--- config.mk ---
export PLATFORM = sky130hd
export DESIGN_NAME = uart_io_bridge
export DESIGN_NICKNAME = d
export VERILOG_FILES = /design/src/rtl/uart_io_bridge.sv
export SDC_FILE = /design/constraint.sdc
export NUM_CORES = 1
export LEC_CHECK = 0
export BUFFER_PORTS_ARGS = -buffer_cell sky130_fd_sc_hd__buf_2
export CAP_MARGIN = 20
export CORE_ASPECT_RATIO = 0.75
export CORE_MARGIN = 5
export CORE_UTILIZATION = 59
export DETAILED_ROUTE_END_ITERATION = 10
export PLACE_DENSITY = 0.79
export SETUP_SLACK_MARGIN = 0.5
export SLEW_MARGIN = 40
export SYNTH_ARGS = -nofsm -noshare
export SYNTH_HDL_FRONTEND = slang
export SYNTH_SLANG_ARGS = --single-unit
--- constraint.sdc ---
create_clock -name clk -period 2.47 [get_ports clk]
set_clock_uncertainty 0.1 [all_clocks]
set_input_delay 0.247 -clock clk [delete_from_list [all_inputs] [get_ports clk]]
set_output_delay 0.247 -clock clk [all_outputs]
set_load 0.02 [all_outputs]
--- src/rtl/uart_io_bridge.sv ---
// uart_io_bridge
//   Responder for the exec-stage UART request handshake. A write request of
//   1-4 bytes is serialised into a byte stream toward the UART transmitter.
//   Bytes from the UART receiver are buffered in a circular FIFO and assembled
//   into right-aligned, zero-extended 1-4 byte read responses. The read and
//   write paths are independent and may be busy at the same time.
//
//   Compile-time option: define UART_BIG_ENDIAN_EN to send the most significant
//   selected write byte first, and to shift read bytes in from the right so
//   the first received byte ends up most significant. By default both
//   directions are LSB first. Handshake timing is the same either way.
//
// Parameters
//   RX_DEPTH_LOG2  log2 of RX FIFO depth (default 4 -> 16 entries)
//
// Ports
//   clk           system clock, all logic on rising edge
//   rst           synchronous active-high reset
//   uart_wenable  one-cycle write request
//   uart_wsz      write size, bytes = uart_wsz + 1
//   uart_wd       write data, right-aligned
//   uart_wdone    one-cycle pulse, write complete
//   uart_renable  one-cycle read request
//   uart_rsz      read size, bytes = uart_rsz + 1
//   uart_rd       read data, right-aligned, zero-extended, held until next rdone
//   uart_rdone    one-cycle pulse, uart_rd valid
//   tx_data       byte to transmitter
//   tx_valid      tx_data valid
//   tx_ready      transmitter accepts byte when tx_valid && tx_ready
//   rx_data       byte from receiver
//   rx_valid      one-cycle strobe, rx_data valid
//   rx_overrun    sticky, a received byte was dropped (cleared by rst only)
//
// Write FSM
//   state   | meaning
//   W_IDLE  | waiting for uart_wenable
//   W_SEND  | presenting bytes to the transmitter
//   W_DONE  | uart_wdone high for one cycle
// Read FSM
//   state     | meaning
//   R_IDLE    | waiting for uart_renable
//   R_COLLECT | popping one FIFO byte per cycle while non-empty
//   R_DONE    | uart_rd updated, uart_rdone high for one cycle

module uart_io_bridge #(
  parameter int RX_DEPTH_LOG2 = 4
) (
  input  logic        clk,
  input  logic        rst,
  input  logic        uart_wenable,
  input  logic [1:0]  uart_wsz,
  input  logic [31:0] uart_wd,
  output logic        uart_wdone,
  input  logic        uart_renable,
  input  logic [1:0]  uart_rsz,
  output logic [31:0] uart_rd,
  output logic        uart_rdone,
  output logic [7:0]  tx_data,
  output logic        tx_valid,
  input  logic        tx_ready,
  input  logic [7:0]  rx_data,
  input  logic        rx_valid,
  output logic        rx_overrun
);

  localparam int DEPTH = 1 << RX_DEPTH_LOG2;
  localparam logic [RX_DEPTH_LOG2:0] PTR_ONE = {{RX_DEPTH_LOG2{1'b0}}, 1'b1};

  typedef enum logic [1:0] {W_IDLE, W_SEND, W_DONE} wstate_t;
  typedef enum logic [1:0] {R_IDLE, R_COLLECT, R_DONE} rstate_t;

  // ---------------- write path ----------------
  wstate_t     wst_q, wst_d;
  logic [31:0] wsr_q, wsr_d;        // bytes still to be sent, next byte at the head
  logic [2:0]  wcnt_q, wcnt_d;      // bytes remaining including the one on tx_data
  logic        tx_valid_q, tx_valid_d;
  logic [7:0]  tx_data_q, tx_data_d;
  logic        wdone_q, wdone_d;

  logic [31:0] w_align;
  logic [7:0]  w_head_new, w_head_cur;
  logic [31:0] w_rest_new, w_rest_cur;

  // Head/rest split of the shift register. In big-endian mode the selected
  // bytes are first left-justified so the head is always bits [31:24].
  always_comb begin
`ifdef UART_BIG_ENDIAN_EN
    w_align    = uart_wd << {(2'd3 - uart_wsz), 3'b000};
    w_head_new = w_align[31:24];
    w_rest_new = {w_align[23:0], 8'h00};
    w_head_cur = wsr_q[31:24];
    w_rest_cur = {wsr_q[23:0], 8'h00};
`else
    w_align    = uart_wd;
    w_head_new = w_align[7:0];
    w_rest_new = {8'h00, w_align[31:8]};
    w_head_cur = wsr_q[7:0];
    w_rest_cur = {8'h00, wsr_q[31:8]};
`endif
  end

  always_comb begin
    wst_d      = wst_q;
    wsr_d      = wsr_q;
    wcnt_d     = wcnt_q;
    tx_valid_d = tx_valid_q;
    tx_data_d  = tx_data_q;
    wdone_d    = 1'b0;
    case (wst_q)
      W_IDLE: begin
        if (uart_wenable) begin
          wst_d      = W_SEND;
          wcnt_d     = {1'b0, uart_wsz} + 3'd1;
          tx_valid_d = 1'b1;
          tx_data_d  = w_head_new;
          wsr_d      = w_rest_new;
        end
      end
      W_SEND: begin
        if (tx_ready) begin
          if (wcnt_q == 3'd1) begin
            wst_d      = W_DONE;
            tx_valid_d = 1'b0;
            wdone_d    = 1'b1;
          end else begin
            tx_data_d = w_head_cur;
            wsr_d     = w_rest_cur;
            wcnt_d    = wcnt_q - 3'd1;
          end
        end
      end
      W_DONE:  wst_d = W_IDLE;
      default: wst_d = W_IDLE;
    endcase
  end

  always_ff @(posedge clk) begin
    if (rst) begin
      wst_q      <= W_IDLE;
      wsr_q      <= 32'h0;
      wcnt_q     <= 3'd0;
      tx_valid_q <= 1'b0;
      tx_data_q  <= 8'h00;
      wdone_q    <= 1'b0;
    end else begin
      wst_q      <= wst_d;
      wsr_q      <= wsr_d;
      wcnt_q     <= wcnt_d;
      tx_valid_q <= tx_valid_d;
      tx_data_q  <= tx_data_d;
      wdone_q    <= wdone_d;
    end
  end

  assign tx_valid   = tx_valid_q;
  assign tx_data    = tx_data_q;
  assign uart_wdone = wdone_q;

  // ---------------- RX FIFO ----------------
  // Pointers carry one extra wrap bit to tell full from empty.
  logic [7:0]               mem [DEPTH];
  logic [RX_DEPTH_LOG2:0]   wptr_q, wptr_d, rptr_q, rptr_d;
  logic                     overrun_q, overrun_d;
  logic                     fifo_empty, fifo_full, push, pop;
  logic [7:0]               fifo_head;

  rstate_t     rst_q, rst_d;

  assign fifo_empty = (wptr_q == rptr_q);
  assign fifo_full  = (wptr_q[RX_DEPTH_LOG2] != rptr_q[RX_DEPTH_LOG2]) &&
                      (wptr_q[RX_DEPTH_LOG2-1:0] == rptr_q[RX_DEPTH_LOG2-1:0]);
  assign fifo_head  = mem[rptr_q[RX_DEPTH_LOG2-1:0]];

  // Pop only sees bytes stored on an earlier cycle, so a byte arriving into an
  // empty FIFO is never forwarded in the same cycle.
  assign pop  = (rst_q == R_COLLECT) && !fifo_empty;
  assign push = rx_valid && (!fifo_full || pop);

  always_comb begin
    wptr_d    = wptr_q;
    rptr_d    = rptr_q;
    overrun_d = overrun_q;
    if (push) wptr_d = wptr_q + PTR_ONE;
    if (pop)  rptr_d = rptr_q + PTR_ONE;
    if (rx_valid && fifo_full && !pop) overrun_d = 1'b1;
  end

  always_ff @(posedge clk) begin
    if (push) mem[wptr_q[RX_DEPTH_LOG2-1:0]] <= rx_data;
  end

  // ---------------- read path ----------------
  logic [31:0] asm_q, asm_d;
  logic [2:0]  rcnt_q, rcnt_d;      // bytes still to pop
  logic [1:0]  ridx_q, ridx_d;      // byte lane for the next pop
  logic [31:0] rd_q, rd_d;
  logic        rdone_q, rdone_d;

  always_comb begin
    rst_d   = rst_q;
    asm_d   = asm_q;
    rcnt_d  = rcnt_q;
    ridx_d  = ridx_q;
    rd_d    = rd_q;
    rdone_d = 1'b0;
    case (rst_q)
      R_IDLE: begin
        if (uart_renable) begin
          rst_d  = R_COLLECT;
          rcnt_d = {1'b0, uart_rsz} + 3'd1;
          ridx_d = 2'd0;
          asm_d  = 32'h0;
        end
      end
      R_COLLECT: begin
        if (pop) begin
`ifdef UART_BIG_ENDIAN_EN
          asm_d = {asm_q[23:0], fifo_head};
`else
          asm_d[{ridx_q, 3'b000} +: 8] = fifo_head;
`endif
          ridx_d = ridx_q + 2'd1;
          rcnt_d = rcnt_q - 3'd1;
          if (rcnt_q == 3'd1) begin
            rst_d   = R_DONE;
            rd_d    = asm_d;
            rdone_d = 1'b1;
          end
        end
      end
      R_DONE:  rst_d = R_IDLE;
      default: rst_d = R_IDLE;
    endcase
  end

  always_ff @(posedge clk) begin
    if (rst) begin
      rst_q     <= R_IDLE;
      asm_q     <= 32'h0;
      rcnt_q    <= 3'd0;
      ridx_q    <= 2'd0;
      rd_q      <= 32'h0;
      rdone_q   <= 1'b0;
      wptr_q    <= '0;
      rptr_q    <= '0;
      overrun_q <= 1'b0;
    end else begin
      rst_q     <= rst_d;
      asm_q     <= asm_d;
      rcnt_q    <= rcnt_d;
      ridx_q    <= ridx_d;
      rd_q      <= rd_d;
      rdone_q   <= rdone_d;
      wptr_q    <= wptr_d;
      rptr_q    <= rptr_d;
      overrun_q <= overrun_d;
    end
  end

  assign uart_rd    = rd_q;
  assign uart_rdone = rdone_q;
  assign rx_overrun = overrun_q;

endmodule

==> impl_metrics.json <==
{
  "core_um2": 17400,
  "hold_depth": 3,
  "antenna_found_initial": 0,
  "p_sw_uw": 2490,
  "slew_headroom_pct": 55.5,
  "clkTransAtPathRegs_ps": 70,
  "final_nets": 996,
  "powerDensity_nw_per_um2": 750,
  "min-delay-start": "uart_wd[21]",
  "final_cell_area_um2": 13200,
  "setup_violations": 0,
  "min_period_over_period_pct": 87.5,
  "place.gp.congestion": 0.895,
  "clk_latency_ps": 510,
  "final_cell_mix": "edfxtp_1 (128), dfxtp_1 (117), buf_2 (93), mux2i_1 (60), nor2_1 (58)",
  "status": "completed",
  "cpMaxStageDelayCell": "mux4_2",
  "die_h_um": 125,
  "hold_viol_final": 0,
  "start_util_pct": 59.5,
  "max_freq_mhz": 463,
  "hold_class": "input pin to flip-flop",
  "dp_slack_ps": 281,
  "reg2regPathDepth": 6,
  "clock_power_share_pct": 37.7,
  "start_kind": "flip-flop",
  "comb_power_share_pct": 15.3,
  "wl_mm": 27.3,
  "cts_max_path_buffers": 3,
  "crit_top_cell": "buf_12",
  "whs_ps": 19.4,
  "endpoint_kind": "flip-flop",
  "cts_buffers": 24,
  "syn2layout_area_growth_pct": 26.9,
  "num_vias": 7378,
  "ys_seq_area_share_pct": 61.3,
  "first_global_vias": 7206,
  "dieArea_um2": 20400,
  "syn-cell-area_um2": 10400,
  "io_pins": 94,
  "clock-root-buffer": "clkbuf_16",
  "synthArstFlopShare_pct": 0,
  "synth.top_cell.area_share_pct": 37.0,
  "grt_max_degree": 53,
  "synthFlopType": "edfxtp_1",
  "final_common_cell": "edfxtp_1",
  "yosysWarnings": 0,
  "p_int_uw": 7400,
  "crit_fanout": 12,
  "numPortBuffers": 93,
  "synth-edff-count": 128,
  "std_cell_rows": 42,
  "layout_setup_ws_ps": 309,
  "wire_per_inst_um": 22.9,
  "vias_per_cell": 6.20,
  "cts_tree": "done",
  "dp_hpwl_mm": 15.8,
  "grt_first_pass_wirelength_mm": 39.9,
  "synthCells": 767,
  "clock-sinks": 254,
  "cap_violations": 0,
  "tns_ps": 0,
  "ir_drop_mv": 0.450,
  "r2r_setup_slack_ps": 310,
  "worstPathRequired_ps": 2770,
  "synth.area.top_cells": "edfxtp_1 (37%), dfxtp_1 (24%), mux2i_1 (7.2%)",
  "ant_nets": 0,
  "grt_use_total_pct": 24.7,
  "slew_viol_final": 0,
  "pwr-share-seq_pct": 46.9,
  "crit_chain": "buf_12 > mux4_2 > nor3b_4 > a21oi_4 > buf_12 > a221o_1",
  "avgSynthCellArea_um2": 13.5,
  "dr.pass1.iters": 5,
  "overflow": 0,
  "min_to": "wsr_q[13]",
  "rsz0062_at_grt": "true",
  "worst_pin_slew_ps": 668,
  "ys_types": 56,
  "switching_share_pct": 25.2,
  "ys_ff_latch": 254,
  "rr_endpoint": "uart_rd[23]",
  "place_area_um2": 11200,
  "syn_nets": 833,
  "drt_iter0_markers": 774,
  "cpPeakStageDelay_ps": 550,
  "leakage_uw": 0.00505,
  "drive_gt1_share_pct": 33.0,
  "ctsHtreeMaxLevel": 1,
  "synth_top_area_cell": "edfxtp_1",
  "worstSetupPathType": "flip-flop to flip-flop",
  "die_w_um": 163,
  "diodes": 0,
  "drc": 0,
  "worstPathArrival_ps": 2460,
  "fin_crit_ps": 2160
}
state kept, by name, summed over array words and instances, names as in the netlist, 2 cells and up, named ones only:
name	cells
mem	128
wsr_q	24
wst_q	2
rst_q	2
rptr_q	5
ridx_q	2
uart_rd	32
tx_data	8
wptr_q	5
asm_q	32
wcnt_q	3
rcnt_q	3
final cells by class:
type	count	area, um2
clock buffer	29	672
clock inverter	15	131
fill	1038	4270
inverter	12	45.0
multi-input combinational	458	4190
sequential	254	6380
tap	242	303
timing repair buffer	180	1460
cells in the mapped netlist, types with 5 or more instances:
cell type	number
edfxtp_1	128
dfxtp_1	126
mux2i_1	75
nor2_1	68
a22o_1	32
and3_1	32
a211oi_1	26
nor2b_1	24
clkbuf_1	22
a221o_1	20
ha_1	16
mux4_2	16
o2bb2ai_1	16
nand2_1	13
inv_1	12
a21oi_1	11
a221oi_1	8
a22oi_1	8
o21ai_1	8
a21oi_2	7
buf_2	7
nand2b_1	6
o21ai_0	6
buf_4	5
xnor2_1	5
xor2_1	5
power by group through the flow:
stage | Combinational (uW) | Clock [uW] | Sequential (uW)
2_1_floorplan | 756 | 0 | 4720
3_3_place_gp | 1060 | 0 | 4710
3_5_place_dp | 1090 | 0 | 4720
4_1_cts | 1270 | 3760 | 4630
5_1_grt | 1600 | 3960 | 4650
6_report | 1520 | 3730 | 4640
metal layers:
metal	track usage [%]	up-vias	share of wire, %
met3	5.29	63	8.6
met1	34.5	3652	40
met5	0	-	0
met4	6.46	0	2.6
li1	-	3278	-
met2	39.8	385	49
how the worst max path moves through the flow:
stage,from,endpoint,slack (ps),cells past startpoint
2_1_floorplan,wptr_q[2],mem[7][0],520,6
3_3_place_gp,rptr_q[2],mem[10][7],310,5
3_5_place_dp,wptr_q[1],mem[9][2],280,5
4_1_cts,flip-flop,uart_rd[17],400,5
5_1_grt,flip-flop,uart_rd[23],250,6
6_report,flip-flop,uart_rd[23],310,6
critical path, delay by kind of cell, from the launching register on:
| family | cells | cell delay (ps) |
|---|---|---|
| DFF | 1 | 410 |
| AOI/OAI and AO/OA | 2 | 370 |
| and+or+nand+nor | 1 | 280 |
| muxes | 1 | 550 |
| buffers and inverters | 2 | 330 |
what timing repair did:
action                                  in CTS  in global routing
gates cloned                                 2                  5
pin swaps                                    9                 27
setup buffers                                7                 12
hold buffers                                32                  0
endpoints found under the setup margin     167                185
gates resized for setup                     44                 61
hold endpoints to repair                    33                  0
logic make-up after synthesis:
kind of cell	count (synthesis)	synth area share, %
compound gates	168	13.6
xor+xnor	11	1.00
fa+ha+maj	16	1.93
buf+inv	56	2.93
flops	254	61.3
mux	91	10.7
simple gates	171	8.58
metrics by stage:
stage | instances | power, uW | utilization, %
floorplan | 767 | 5480 | -
global placement | 1088 | 5770 | 64.2
detailed placement | 1088 | 5810 | 64.2
CTS | 1173 | 9670 | 72.4
global route | 1190 | 10200 | 75.5
finish | 1190 | 9890 | 75.5
Power figures use the tool's default switching activity.
